===== src/rtl/mmio_led_pwm_ctrl_pkg.sv =====
// Shared definitions for the LED/PWM/cycle-counter/tohost MMIO peripheral:
// register offsets, access-size encoding and the byte-lane decoder.
package mmio_led_pwm_ctrl_pkg;

    typedef enum logic [2:0] {
        F3_BYTE  = 3'b000,
        F3_HALF  = 3'b001,
        F3_WORD  = 3'b010,
        F3_BYTEU = 3'b100,
        F3_HALFU = 3'b101
    } funct3_mem_t;

    localparam logic [12:0] MMIO_OFF_LED_EN    = 13'h000;
    localparam logic [12:0] MMIO_OFF_CYCLE_LO  = 13'h004;
    localparam logic [12:0] MMIO_OFF_CYCLE_HI  = 13'h008;
    localparam logic [12:0] MMIO_OFF_PWM_CNT   = 13'h00C;
    localparam logic [12:0] MMIO_OFF_DUTY_BASE = 13'h100;
    localparam logic [12:0] MMIO_OFF_TOHOST    = 13'h1000;

    localparam logic [31:0] MMIO_WINDOW_SIZE = 32'h2000;

    typedef struct packed {
        logic [3:0] be;
        logic       misaligned;
    } be_t;

    // Unsigned load variants share the lane pattern of their signed forms.
    function automatic be_t be_from_funct3(input logic [2:0] funct3, input logic [1:0] addr_lo);
        be_t r;
        r.be         = 4'b0000;
        r.misaligned = 1'b0;
        case (funct3)
            F3_BYTE, F3_BYTEU: r.be = 4'b0001 << addr_lo;
            F3_HALF, F3_HALFU: begin
                r.be         = 4'b0011 << addr_lo;
                r.misaligned = addr_lo[0];
            end
            F3_WORD: begin
                r.be         = 4'b1111;
                r.misaligned = |addr_lo;
            end
            default: r.misaligned = 1'b1;
        endcase
        return r;
    endfunction

endpackage


===== src/rtl/mmio_led_pwm_ctrl_pwm_channel.sv =====
// One PWM output: compares the shared counter against this channel's duty
// and registers the result so the pin never sees compare glitches.
module mmio_led_pwm_ctrl_pwm_channel #(
    parameter int unsigned PWM_BITS = 8
) (
    input  logic                clk,
    input  logic                rst_n,
    input  logic                i_en,
    input  logic [PWM_BITS-1:0] i_duty,
    input  logic [PWM_BITS-1:0] i_cnt,
    output logic                o_led
);

    logic r_led;
    logic w_on;

    // All-ones duty is held on so full brightness has no one-step dropout.
    assign w_on = i_en & ((i_cnt < i_duty) | (&i_duty));

    always_ff @(posedge clk or negedge rst_n) begin
        if (!rst_n) begin
            r_led <= 1'b0;
        end else begin
            r_led <= w_on;
        end
    end

    assign o_led = r_led;

endmodule


===== src/rtl/mmio_led_pwm_ctrl.sv =====
// MMIO peripheral on the MEM-stage data port: LED enables with per-channel PWM,
// 64-bit cycle counter with high-word snapshot, and a sticky tohost register.
module mmio_led_pwm_ctrl
    import mmio_led_pwm_ctrl_pkg::*;
#(
    parameter logic [31:0] BASE_ADDR = 32'h8000_0000,
    parameter int unsigned N_CH      = 4,
    parameter int unsigned PWM_BITS  = 8,
    parameter int unsigned PRESCALE  = 16,
    parameter int unsigned XLEN      = 32
) (
    input  logic            clk,
    input  logic            rst_n,
    input  logic [XLEN-1:0] addr_i,
    input  logic [XLEN-1:0] wdata_i,
    input  logic            we_i,
    input  logic            re_i,
    input  logic [2:0]      funct3_i,
    output logic [XLEN-1:0] rdata_o,
    output logic            rvalid_o,
    output logic            err_o,
    output logic [N_CH-1:0] led_o,
    output logic [XLEN-1:0] tohost_o,
    output logic            tohost_valid_o
);

    localparam int unsigned PRE_W = (PRESCALE > 1) ? $clog2(PRESCALE) : 1;
    localparam int unsigned CH_W  = (N_CH > 1) ? $clog2(N_CH) : 1;

    logic [63:0]          r_cycle;
    logic [31:0]          r_snap;
    logic [PRE_W-1:0]     r_pre;
    logic [PWM_BITS-1:0]  r_pwm;
    logic [N_CH-1:0]      r_led_en;
    logic [PWM_BITS-1:0]  r_duty [N_CH];
    logic [XLEN-1:0]      r_tohost;
    logic                 r_tohost_valid;
    logic [XLEN-1:0]      r_rdata;
    logic                 r_rvalid;
    logic                 r_err;

    logic [XLEN-1:0] w_off_full;
    logic [12:0]     w_off;
    logic            w_hit;
    be_t             w_be;
    logic [XLEN-1:0] w_mask;
    logic            w_sel_en, w_sel_lo, w_sel_hi, w_sel_cnt, w_sel_duty, w_sel_tohost;
    logic            w_bad;
    logic            w_wr_ok;
    logic            w_rd_ok;
    logic [CH_W-1:0] w_duty_idx;
    logic [XLEN-1:0] w_rd;
    logic [XLEN-1:0] w_new;

    // Unsigned subtract doubles as the window bound check on both sides.
    assign w_off_full = addr_i - BASE_ADDR;
    assign w_hit      = w_off_full < MMIO_WINDOW_SIZE;
    assign w_off      = {w_off_full[12:2], 2'b00};
    assign w_be       = be_from_funct3(funct3_i, addr_i[1:0]);

    assign w_sel_en     = (w_off == MMIO_OFF_LED_EN);
    assign w_sel_lo     = (w_off == MMIO_OFF_CYCLE_LO);
    assign w_sel_hi     = (w_off == MMIO_OFF_CYCLE_HI);
    assign w_sel_cnt    = (w_off == MMIO_OFF_PWM_CNT);
    assign w_sel_duty   = (w_off >= MMIO_OFF_DUTY_BASE) &&
                          (w_off < (MMIO_OFF_DUTY_BASE + 13'(4 * N_CH)));
    assign w_sel_tohost = (w_off == MMIO_OFF_TOHOST);
    assign w_duty_idx   = w_off[2 +: CH_W];

    assign w_bad   = w_be.misaligned |
                     ~(w_sel_en | w_sel_lo | w_sel_hi | w_sel_cnt | w_sel_duty | w_sel_tohost);
    assign w_wr_ok = w_hit & we_i & ~w_bad;
    assign w_rd_ok = w_hit & re_i & ~w_bad;

    always_comb begin
        w_mask = '0;
        for (int i = 0; i < 4; i++) begin
            w_mask[8*i +: 8] = {8{w_be.be[i]}};
        end
    end

    always_comb begin
        w_rd = '0;
        if (!w_bad) begin
            if (w_sel_en) begin
                w_rd[N_CH-1:0] = r_led_en;
            end else if (w_sel_lo) begin
                w_rd = r_cycle[31:0];
            end else if (w_sel_hi) begin
                w_rd = r_snap;
            end else if (w_sel_cnt) begin
                w_rd[PWM_BITS-1:0] = r_pwm;
            end else if (w_sel_duty) begin
                w_rd[PWM_BITS-1:0] = r_duty[w_duty_idx];
            end else if (w_sel_tohost) begin
                w_rd = r_tohost;
            end
        end
    end

    // Read-modify-write against the current word; each target keeps its own slice.
    assign w_new = (w_rd & ~w_mask) | (wdata_i & w_mask);

    always_ff @(posedge clk or negedge rst_n) begin
        if (!rst_n) begin
            r_cycle        <= '0;
            r_snap         <= '0;
            r_pre          <= '0;
            r_pwm          <= '0;
            r_led_en       <= '0;
            r_tohost       <= '0;
            r_tohost_valid <= 1'b0;
            r_rdata        <= '0;
            r_rvalid       <= 1'b0;
            r_err          <= 1'b0;
            for (int i = 0; i < N_CH; i++) begin
                r_duty[i] <= '0;
            end
        end else begin
            r_cycle  <= r_cycle + 64'd1;
            r_rvalid <= w_hit & re_i;
            r_err    <= w_hit & (we_i | re_i) & w_bad;

            if (w_hit && re_i) begin
                r_rdata <= w_rd;
            end
            if (w_rd_ok && w_sel_lo) begin
                r_snap <= r_cycle[63:32];
            end

            if (r_pre == PRE_W'(PRESCALE - 1)) begin
                r_pre <= '0;
                r_pwm <= r_pwm + 1'b1;
            end else begin
                r_pre <= r_pre + 1'b1;
            end

            if (w_wr_ok) begin
                if (w_sel_en) begin
                    r_led_en <= w_new[N_CH-1:0];
                end
                if (w_sel_duty) begin
                    r_duty[w_duty_idx] <= w_new[PWM_BITS-1:0];
                end
                if (w_sel_tohost) begin
                    r_tohost       <= w_new;
                    r_tohost_valid <= 1'b1;
                end
            end
        end
    end

    for (genvar g = 0; g < N_CH; g++) begin : g_ch
        mmio_led_pwm_ctrl_pwm_channel #(
            .PWM_BITS(PWM_BITS)
        ) u_ch (
            .clk   (clk),
            .rst_n (rst_n),
            .i_en  (r_led_en[g]),
            .i_duty(r_duty[g]),
            .i_cnt (r_pwm),
            .o_led (led_o[g])
        );
    end

    assign rdata_o        = r_rdata;
    assign rvalid_o       = r_rvalid;
    assign err_o          = r_err;
    assign tohost_o       = r_tohost;
    assign tohost_valid_o = r_tohost_valid;

endmodule


===== config.mk =====
export PLATFORM = sky130hd
export DESIGN_NAME = mmio_led_pwm_ctrl
export DESIGN_NICKNAME = d
export VERILOG_FILES = /design/src/rtl/mmio_led_pwm_ctrl_pkg.sv /design/src/rtl/mmio_led_pwm_ctrl_pwm_channel.sv /design/src/rtl/mmio_led_pwm_ctrl.sv
export SDC_FILE = /design/constraint.sdc
export NUM_CORES = 1
export LEC_CHECK = 0
export CORE_ASPECT_RATIO = 0.7
export CORE_MARGIN = 5
export CORE_UTILIZATION = 35
export DETAILED_ROUTE_END_ITERATION = 12
export GPL_TIMING_DRIVEN = 0
export MAX_ROUTING_LAYER = met4
export SYNTH_ARGS = -nofsm -noshare
export SYNTH_HDL_FRONTEND = slang
export SYNTH_SLANG_ARGS = --single-unit
export TNS_END_PERCENT = 30

===== constraint.sdc =====
create_clock -name clk -period 2.75 [get_ports clk]
set_clock_uncertainty 0.15 [all_clocks]
set_input_delay 0.55 -clock clk [delete_from_list [all_inputs] [get_ports clk]]
set_output_delay 0.55 -clock clk [all_outputs]
set_load 0.05 [all_outputs]

==> results of run 1 <==
[report_power, final]
part           switching [mW]  leakage (nW)  internal, mW
Clock                    1.36         0.403          1.99
Sequential       0.0000000213          2.90          3.16
Combinational           0.187          2.91         0.131
[cells by family after synthesis]
kind of cell	count (synthesis)	synth area share
XOR/XNOR	71	0.0569
AND/OR/NAND/NOR	396	0.189
adder cells (fa/ha/maj)	31	0.0355
AO/OA/AOI/OAI	183	0.119
flip-flops	215	0.493
buffers and inverters	98	0.0399
multiplexers	60	0.0674
[routing by layer]
layer	part of all wire	up-vias	wire length [um]
met3	0.080	55	2910
met5	0	-	0
met1	0.48	4520	17200
met2	0.42	346	15300
met4	0.022	0	792
li1	-	4137	-
[final timing paths]
kind / slack, ns / to / from / depth (start not counted)
setup / recovery: -0.02 / r_snap[12] / addr_i[20] / 9
hold / removal: 0.32 / rdata_o[21] / rdata_o[21] / 2
setup reg to reg: 0.19 / r_cycle[49] / r_cycle[8] / 8
hold reg to reg: 0.32 / rdata_o[21] / rdata_o[21] / 2
max in group asynchronous: 0.93 / r_pre[1] / rst_n / 3
min in group asynchronous: 0.48 / r_cycle[53] / rst_n / 2
[registers in the layout (all words and copies together), names as in the netlist]
name             flops
r_pwm                8
tohost_valid_o       1
r_led_en             4
err_o                1
r_snap              32
g_ch.u_ch.o_led      4
tohost_o            32
rvalid_o             1
r_duty              32
r_cycle             64
rdata_o             32
r_pre                4
[worst min-delay path, cell delays in order, from the launching register on]
cell     delay [ns]
dfrtp_1        0.35
nand2_1        0.05
nand2_1        0.04
[layout by cell type, fill, tap and decap left out, types with 21 or more instances in the layout]
cell type / count
ha_1: 31
nor2_1: 83
nand2_1: 102
clkbuf_1: 21
clkdlybuf4s50_1: 136
o21ai_0: 22
xor2_1: 22
a21oi_1: 35
and2_1: 30
mux2_2: 28
nand4_1: 33
mux2i_1: 24
dfrtp_1: 215
xnor2_1: 49
inv_1: 44
nand3_1: 53
clkbuf_16: 25
[metrics by stage]
step,util,power [mW],cell area (sq um)
4_1_cts,0.444,6.87,13800
3_5_place_dp,0.416,3.52,12900
3_3_place_gp,0.415,3.52,12800
6_report,0.449,6.83,13900
2_1_floorplan,-,3.30,10900
5_1_grt,0.449,7.05,13900
[cell type report]
cell class,count,share of cell area
inverters,45,0.0122
repair buffers,141,0.103
flip-flops and latches,215,0.388
well taps,420,0.0379
multi-input cells,741,0.380
plain buffers,53,0.0205
clock inverters,8,0.00676
clock buffers,36,0.0516
[timing repair]
action | CTS | global route
endpoints found under the hold margin | 104 | 0
pin swaps | 0 | 1
endpoints found under the setup margin | 98 | 92
gates resized for setup | 17 | 26
hold buffers | 1 | 0
setup buffers | 0 | 1
==> impl_metrics.env, run 1 <==
export IMPL_crit_slowest_cell="nor4_2"
export IMPL_hold_viol_final=0
export IMPL_crit_top_cell="nand2_1"
export IMPL_htree_levels=1
export IMPL_power_density_nw_per_um2=492
export IMPL_finalCritPeriodShare=1.01
export IMPL_antenna_left=0
export IMPL_crit_chain="clkdlybuf4s50_1 -> nor4_2 -> nand2_1 -> nor2_1 -> nand4_1 -> buf_4 -> clkbuf_1 -> nand2_1 -> o21ai_0"
export IMPL_criticalPathCategory="input pin to flip-flop"
export IMPL_cts_tree="built"
export IMPL_postSynthAreaPerCell_sq_um=10.4
export IMPL_cts_buffers_inserted=24
export IMPL_core_sq_um=30900
export IMPL_port_buffer_count=138
export IMPL_regArea_sq_um=5380
export IMPL_num_vias=9058
export IMPL_use_met1=0.302
export IMPL_relSlewSlack=0.246
export IMPL_crit_required_ns=3.00
export IMPL_use_met3=0.0469
export IMPL_use_met2=0.294
export IMPL_min_period_ns=2.77
export IMPL_max_cap_violations=0
export IMPL_worst_hold_slack_ns=0.323
export IMPL_post_drt_wl_per_cell_um=21.9
export IMPL_gp_congestion=0.919
export IMPL_start_util=0.353
export IMPL_p_leak_nw=6.22
export IMPL_clock_path_buffers=3
export IMPL_antenna_found_initial=0
export IMPL_synth_seq_cells=215
export IMPL_netlist_cell_type_count=63
export IMPL_worstPathMaxFanout=10
export IMPL_cp_end_kind="flip-flop"
export IMPL_clk_pin_slew_ns=0.06
export IMPL_hold_path_class="flip-flop to flip-flop"
export IMPL_yosys_top_cells_area="dfrtp_1 49%, xnor2_1 3.9%, ha_1 3.6%, nand2_1 3.5%, nor2_1 3.1%"
export IMPL_clock_fmax_mhz=361
export IMPL_grt_max_degree=112
export IMPL_fp_dieH_um=158
export IMPL_synth_yosys_seq_area_share=0.493
export IMPL_rsz0062_at_grt="true"
export IMPL_dp_hpwl_mm=27.5
export IMPL_drc=0
export IMPL_synth_top_cell_by_area="dfrtp_1"
export IMPL_yosysMostFrequentCell="dfrtp_1"
export IMPL_yosysWarnings=0
export IMPL_crit_arrival_ns=3.02
export IMPL_crit_family="simple AND/OR/NAND/NOR gates"
export IMPL_ios=142
export IMPL_worstSkewPairLatency_ns=0.54
export IMPL_synth_flop_cell="dfrtp_1"
export IMPL_final_cells=1659
export IMPL_synth_edf_count=0
export IMPL_rows=54
export IMPL_drive_above_1_share=0.127
export IMPL_cts_root_buf="clkbuf_16"
export IMPL_setup_viol=4
export IMPL_fp_dieW_um=221
export IMPL_synthToLayoutAreaGrowth_pct=27.1
export IMPL_violations="setup timing"
export IMPL_wl_mm=36.3
export IMPL_clock_sinks=215
export IMPL_start_kind="input pin"
export IMPL_grt_pass1_wl_mm=54.2
export IMPL_status="complete, but fails checks"
export IMPL_fin_nets=1323
export IMPL_worstMarginPinSlew_ns=1.12
export IMPL_dp_cells=1613
export IMPL_cp_slowest_stage_delay_ns=0.50
export IMPL_die_area_sq_um=34900
export IMPL_first_pass_iters=5
export IMPL_grt_overflow=0
export IMPL_async_reset_ff_frac=1.00
export IMPL_slew_violations=0
export IMPL_diodes=0
export IMPL_busiest_layer="met1"
export IMPL_routed_via_density=5.46
export IMPL_yosysTopAreaCellShare=0.493
export IMPL_dp_slack_ns=-0.927
export IMPL_final_setup_tns_ns=-0.0731
export IMPL_crit_buf_inv=3
export IMPL_drt_iter0_drc=788
export IMPL_grt_pass1_vias=8779
export IMPL_fillCellCount=2982
export IMPL_netlist_top_cells_count="215 x dfrtp_1, 102 x nand2_1, 89 x nor2_1"
export IMPL_synth_fp_nets=1156
export IMPL_multi_input_area_sq_um=5280
export IMPL_synth_cell_area_sq_um=10900
export IMPL_worst_ir_drop_vdd_v=0.000392
export IMPL_setup_slack_ns=-0.0233
export IMPL_gr_usage_all_layers=0.206
export IMPL_syn_inst=1054
(Power assumes the default switching activity.)
==> run 2, diff against run 1 <==
--- a/config.mk
+++ b/config.mk
@@ -5,8 +5,9 @@
 export SDC_FILE = /design/constraint.sdc
 export NUM_CORES = 1
 export LEC_CHECK = 0
+export ABC_CLOCK_PERIOD_IN_PS = 2750
 export CORE_ASPECT_RATIO = 0.7
-export CORE_MARGIN = 5
+export CORE_MARGIN = 10
 export CORE_UTILIZATION = 35
 export DETAILED_ROUTE_END_ITERATION = 12
 export GPL_TIMING_DRIVEN = 0
@@ -14,4 +15,4 @@
 export SYNTH_ARGS = -nofsm -noshare
 export SYNTH_HDL_FRONTEND = slang
 export SYNTH_SLANG_ARGS = --single-unit
-export TNS_END_PERCENT = 30
+export TNS_END_PERCENT = 20
==> impl_metrics.env, run 2 (synthesis results as in run 1) <==
export IMPL_status="completed"
export IMPL_routed_via_density=5.48
export IMPL_grt_overflow=0
export IMPL_power_total_mw=6.77
export IMPL_reg2reg_from="r_cycle[2]"
export IMPL_gp_congestion=0.929
export IMPL_clock_sinks=215
export IMPL_core_sq_um=30900
export IMPL_post_drt_wl_per_cell_um=22.2
export IMPL_max_cap_violations=0
export IMPL_post_cts_setup_buffers=0
export IMPL_drt_iter0_drc=848
export IMPL_hold_path_class="input pin to asynchronous set/reset pin"
export IMPL_fp_dieW_um=231
export IMPL_ios=142
export IMPL_power_density_nw_per_um2=488
export IMPL_first_pass_iters=6
export IMPL_crit_slowest_cell="clkdlybuf4s50_1"
export IMPL_start_kind="input pin"
export IMPL_fin_util=0.448
export IMPL_gr_usage_all_layers=0.194
export IMPL_final_common_cell="dfrtp_1"
export IMPL_crit_family="buffers and inverters"
export IMPL_multi_input_area_sq_um=5270
export IMPL_fillCellCount=2994
export IMPL_stdcell_area_sq_um=13900
export IMPL_crit_required_ns=3.01
export IMPL_wl_mm=36.8
export IMPL_worst_ir_drop_vdd_v=0.000417
export IMPL_setup_viol=0
export IMPL_rows=54
export IMPL_die_area_sq_um=38800
export IMPL_cts_root_buf="clkbuf_16"
export IMPL_r2r_cells=8
export IMPL_antenna_found_initial=1
export IMPL_htree_levels=1
export IMPL_rsz0062_at_grt="true"
export IMPL_dp_slack_ns=-0.918
export IMPL_clock_fmax_mhz=369
export IMPL_regArea_sq_um=5380
export IMPL_p_leak_nw=6.22
export IMPL_criticalPathCategory="input pin to flip-flop"
export IMPL_crit_arrival_ns=2.98
export IMPL_clock_path_buffers=3
export IMPL_start_util=0.353
export IMPL_num_vias=9083
export IMPL_path_depth=9
export IMPL_relSlewSlack=0.325
export IMPL_grt_pass1_wl_mm=56.9
export IMPL_grt_pass1_vias=9078
export IMPL_grt_max_degree=105
export IMPL_worst_hold_slack_ns=0.259
export IMPL_largest_reg_flops=64
export IMPL_crit_chain="clkdlybuf4s50_1 -> nor2_1 -> and4_1 -> buf_2 -> buf_4 -> nand4_1 -> buf_2 -> a221oi_1 -> nor2_1"
export IMPL_worstSkewPairLatency_ns=0.54
export IMPL_fp_dieH_um=168
export IMPL_setup_slack_ns=0.0366
export IMPL_antenna_left=0
export IMPL_dp_hpwl_mm=28.2
export IMPL_cp_end_kind="flip-flop"
export IMPL_largest_register="r_cycle"
export IMPL_worstMarginPinSlew_ns=1.01
export IMPL_drive_above_1_share=0.127
export IMPL_crit_buf_inv=4
export IMPL_hold_viol_final=0
export IMPL_min_period_ns=2.71
export IMPL_synthToLayoutAreaGrowth_pct=27.0
export IMPL_slew_violations=0
export IMPL_port_buffer_count=138
export IMPL_drc=0
export IMPL_final_cell_mix="215 x dfrtp_1, 136 x clkdlybuf4s50_1, 102 x nand2_1"
export IMPL_cts_buffers_inserted=23
export IMPL_clk_pin_slew_ns=0.07
export IMPL_cts_tree="built"
export IMPL_place_area_sq_um=12900
export IMPL_crit_path_start="addr_i[11]"
export IMPL_cp_slowest_stage_delay_ns=0.52
export IMPL_fin_nets=1321
export IMPL_worstPathMaxFanout=10
export IMPL_finalCritPeriodShare=0.987
run 2: through the flow:
step	TNS (ns)	instances
global route	-0.539	1656
floorplan	0	1054
detailed placement	-81.78	1614
global placement	-1875.20	1612
finish	0	1656
CTS	-0.00269	1655
run 2: cell type report:
cell class                      instances  share of cell area
Sequential cell                       215               0.388
Multi-Input combinational cell        741               0.380
Timing Repair Buffer                  141               0.105
Clock buffer                           30              0.0470
Tap cell                              420              0.0379
Buffer                                 52              0.0202
Inverter                               45              0.0122
Clock inverter                         11             0.00965
Antenna cell                            1            0.000180
run 2: path summary, 6_finish.rpt:
kind / to / slack [ns]
max in group asynchronous: rdata_o[4] / 0.97
min in group clk: tohost_valid_o / 0.32
min: r_cycle[52] / 0.26
min reg2reg: tohost_valid_o / 0.32
max: tohost_o[18] / 0.04
max reg2reg: r_cycle[49] / 0.23
run 2: timing repair:
item	4_1_cts	5_1_grt
pin swaps	0	1
endpoints found under the hold margin	14	0
setup endpoints to repair	89	87
gates resized for setup	18	25
cloned	0	0
hold buffers	1	0
run 2: where the power goes:
| part | internal (mW) | total, mW | switching, mW | leakage [nW] |
|---|---|---|---|---|
| sequential | 3.16 | 3.16 | 0.0000000193 | 2.90 |
| clock | 1.95 | 3.29 | 1.34 | 0.396 |
| combinational | 0.135 | 0.319 | 0.184 | 2.92 |
run 2: per-layer routing:
layer / part of all wire / vias up / global-route usage
li1: - / 4136 / -
met1: 0.48 / 4620 / 0.284
met2: 0.44 / 279 / 0.277
met3: 0.055 / 48 / 0.0277
met4: 0.021 / 0 / 0.0454
met5: 0 / - / -
==> patch: new RTL, flow settings as in run 2 <==
Reset style: synchronous (`rst_n`), changed in 2 clocked blocks.
--- a/src/rtl/mmio_led_pwm_ctrl_pwm_channel.sv
+++ b/src/rtl/mmio_led_pwm_ctrl_pwm_channel.sv
@@ -17,7 +17,7 @@
     // All-ones duty is held on so full brightness has no one-step dropout.
     assign w_on = i_en & ((i_cnt < i_duty) | (&i_duty));
 
-    always_ff @(posedge clk or negedge rst_n) begin
+    always_ff @(posedge clk) begin
         if (!rst_n) begin
             r_led <= 1'b0;
         end else begin
--- a/src/rtl/mmio_led_pwm_ctrl.sv
+++ b/src/rtl/mmio_led_pwm_ctrl.sv
@@ -101,7 +101,7 @@
     // Read-modify-write against the current word; each target keeps its own slice.
     assign w_new = (w_rd & ~w_mask) | (wdata_i & w_mask);
 
-    always_ff @(posedge clk or negedge rst_n) begin
+    always_ff @(posedge clk) begin
         if (!rst_n) begin
             r_cycle        <= '0;
             r_snap         <= '0;
Formal check against the unedited RTL: differs if rst_n is asserted again (counterexample within 4 cycles, from zero or initial values and one cycle with rst_n low); with rst_n held inactive, the same outputs for 4 cycles.
==> patch against run 2 <==
Setup slack worse by 0.028 ns; largest power group unchanged; synthesized cell count is 22% higher; routed wire length is 13% higher; clock power is 2% higher; synthesized area is 1.5% higher; power is 4.8% higher; fmax is 1.0% lower; sequential cell count stayed put; design area is 3.5% higher; first-iteration DRC count is 25% higher.
==> patch: results (changes against run 2) <==
Run status
  – Outcome: finished clean (unchanged)

Detailed routing
  – DRT Wirelength: 41,500 um (was 36,800 um)
  – DR iter-0 viols: 1,064 (was 848)
  – Vias per inst: 5.67 (was 5.48)
  – Drt pass-1 iters: 6 (unchanged)

Logic synthesis
  – Library cells used by synthesis: 63 (unchanged)
  – Top cells by count, synth: dfxtp_1 (183), nand2_1 (167), nor2_1 (95), o21ai_0 (74), a21oi_1 (64) (was dfrtp_1 (215), nand2_1 (102), nor2_1 (89), nand3_1 (54), xnor2_1 (49))
  – Syn nets: 1,392 (was 1,156)
  – Syn avg cell area: 8.60 um^2 (was 10.4 um^2)
  – Sequential cell area fraction in the yosys report: 41.7% (was 49.3%)
  – YS warnings: 0 (unchanged)
  – Post-synth top flop: dfxtp_1 (was dfrtp_1)
  – Synth top area cells: dfxtp_1 (33%), edfxtp_1 (8.7%), nand2_1 (5.7%), mux2i_1 (4.9%), a22oi_1 (3.9%) (was dfrtp_1 (49%), xnor2_1 (3.9%), ha_1 (3.6%), nand2_1 (3.5%), nor2_1 (3.1%))
  – Async SR Flop Fraction: 0% (was 100%)
  – Number of synthesized flops with an enable pin: 32 (was 0)

STA
  – Pins Over Slew Limit: 0 (unchanged)
  – Worst-margin pin slew: 1.02 ns (was 1.01 ns)

Clock tree
  – Clock Path Buffers: 3 (unchanged)
  – Clock Root Buffer: clkbuf_16 (unchanged)
  – Clk_lat worst skew: 0.53 ns
  – Inserted Clock Buffers: 23 (unchanged)
  – CTS clock-pin slew for the worst setup and hold paths: 0.07 ns (about the same)
  – H-tree depth: 1 (unchanged)
  – Post-CTS Hold Fix Bufs: 0 (was 1)

Worst setup path
  – Critical Path Max Stage Delay: 0.58 ns (was 0.52 ns)
  – Worst-path maximum fanout: 8 (was 10)
  – Family with the most delay on the worst path: simple AND/OR/NAND/NOR gates (was buffers and inverters)
  – Worst EP arrival: 2.98 ns (about the same)
  – Critical-path top delay cell: or4_4 (was clkdlybuf4s50_1)

Global routing
  – Pin count of the biggest net entering global routing: 15 (was 105)
  – First-pass GRT wire length: 63,300 um (was 56,900 um)
  – Antenna violations before repair: 0 (was 1)
  – Total track usage: 21.1% (was 19.4%)
  – Vias in the first global route: 10,500 (was 9,078)

Place
  – Dpl hpwl: 31,400 um (was 28,200 um)
  – GP Congestion: 0.931 (was 0.929)
  – PortBufs: 140 (was 138)
  – Pre-CTS setup slack: -1.64 ns (was -0.918 ns)

Final layout
  – Filler cells: 3,064 (was 2,994)
  – Share of cells above drive strength 1: 11.2% (was 12.7%)
  – Final nets: 1,578 (was 1,321)
  – Final Non-Filler Cells: 1,914 (was 1,656)
  – Max FFs per register: 64 (unchanged)

Pwr
  – Leakage power: 4.87 nW (was 6.22 nW)
  – Worst vdd ir: 0.000393 V (was 0.000417 V)

Min path
  – Min-Delay Path Class: flip-flop to flip-flop (was input pin to async pin)
-- patch: changes by cell type after synthesis, moves of 25 or more --
cell      delta
dfxtp_1    +183
a21oi_1     +29
dfrtp_1    -215
o21ai_0     +51
mux2_2      -25
xnor2_1     -32
clkbuf_1    +41
mux2i_1     +30
a22oi_1     +53
nand2_1     +65
edfxtp_1    +32
-- patch: timing repair --
action	4_1_cts	5_1_grt
resized for setup	64	53
pin swaps	8	9
buffers inserted	10	12
endpoints found under the setup margin	189	163
-- patch: power by group --
group / switching [mW] / internal, mW / total (mW)
clock network: 1.36 / 1.99 / 3.35
logic: 0.292 / 0.197 / 0.489
registers: 0.0371 / 3.22 / 3.26
-- patch: through the flow --
step,hold WS [ns],cell area (um^2),utilization (%),TNS [ns]
after floorplan,0.280,11100,-,-4.90
after global placement,0.301,13000,41.7,-176.55
after CTS,0.317,14100,45.3,-0.457
after detailed placement,0.302,13000,41.7,-193.12
final,0.321,14400,46.0,0
after global routing,0.339,14400,46.0,-0.965
-- patch: layout make-up --
class                      instances  share of cell area (%)
multi-input combinational        941                    43.2
sequential                       215                    32.2
timing repair buffer             163                    11.0
clock buffer                      31                    4.64
tap                              420                    3.66
buffer                            85                    3.08
inverter                          47                    1.23
clock inverter                    11                   0.993
antenna                            1                  0.0174
-- patch: final timing paths --
kind                   start      endpoint  slack [ns]  cells after the start
setup / recovery  addr_i[20]  r_duty[2][3]       0.009                      7
setup reg to reg  r_cycle[0]   r_cycle[62]        0.18                      8
hold / removal    r_snap[31]    r_snap[31]        0.32                      2
hold reg to reg   r_snap[31]    r_snap[31]        0.32                      2
-- patch: logic make-up (layout without fill, tap and decap cells) --
| kind of cell | count (synthesis) | count (layout) | share of synthesized area, % |
|---|---|---|---|
| AO/OA/AOI/OAI | 331 | 331 | 19.5 |
| XOR/XNOR | 35 | 35 | 2.76 |
| adder cells (fa/ha/maj) | 31 | 31 | 3.50 |
| buffers and inverters | 134 | 337 | 4.86 |
| flip-flops | 215 | 215 | 41.7 |
| multiplexers | 57 | 57 | 5.18 |
| other | 0 | 1 | 0 |
| AND/OR/NAND/NOR | 487 | 487 | 22.5 |
-- patch: layer usage --
layer	vias to the layer above	global-route usage, %	part of all wire (%)
met3	64	3.89	9.2
met4	0	5.66	2.6
li1	5120	-	-
met1	5172	31.0	48
met5	-	-	0
met2	489	28.7	40
-- patch: worst reg2reg max path: cells and delay by family, from the launching register on --
family | cells | cell delay (ns)
adder cells (fa/ha/maj) | 1 | 0.24
AND/OR/NAND/NOR | 4 | 1.04
AO/OA/AOI/OAI | 1 | 0.14
buffers and inverters | 2 | 0.50
flip-flops | 1 | 0.41
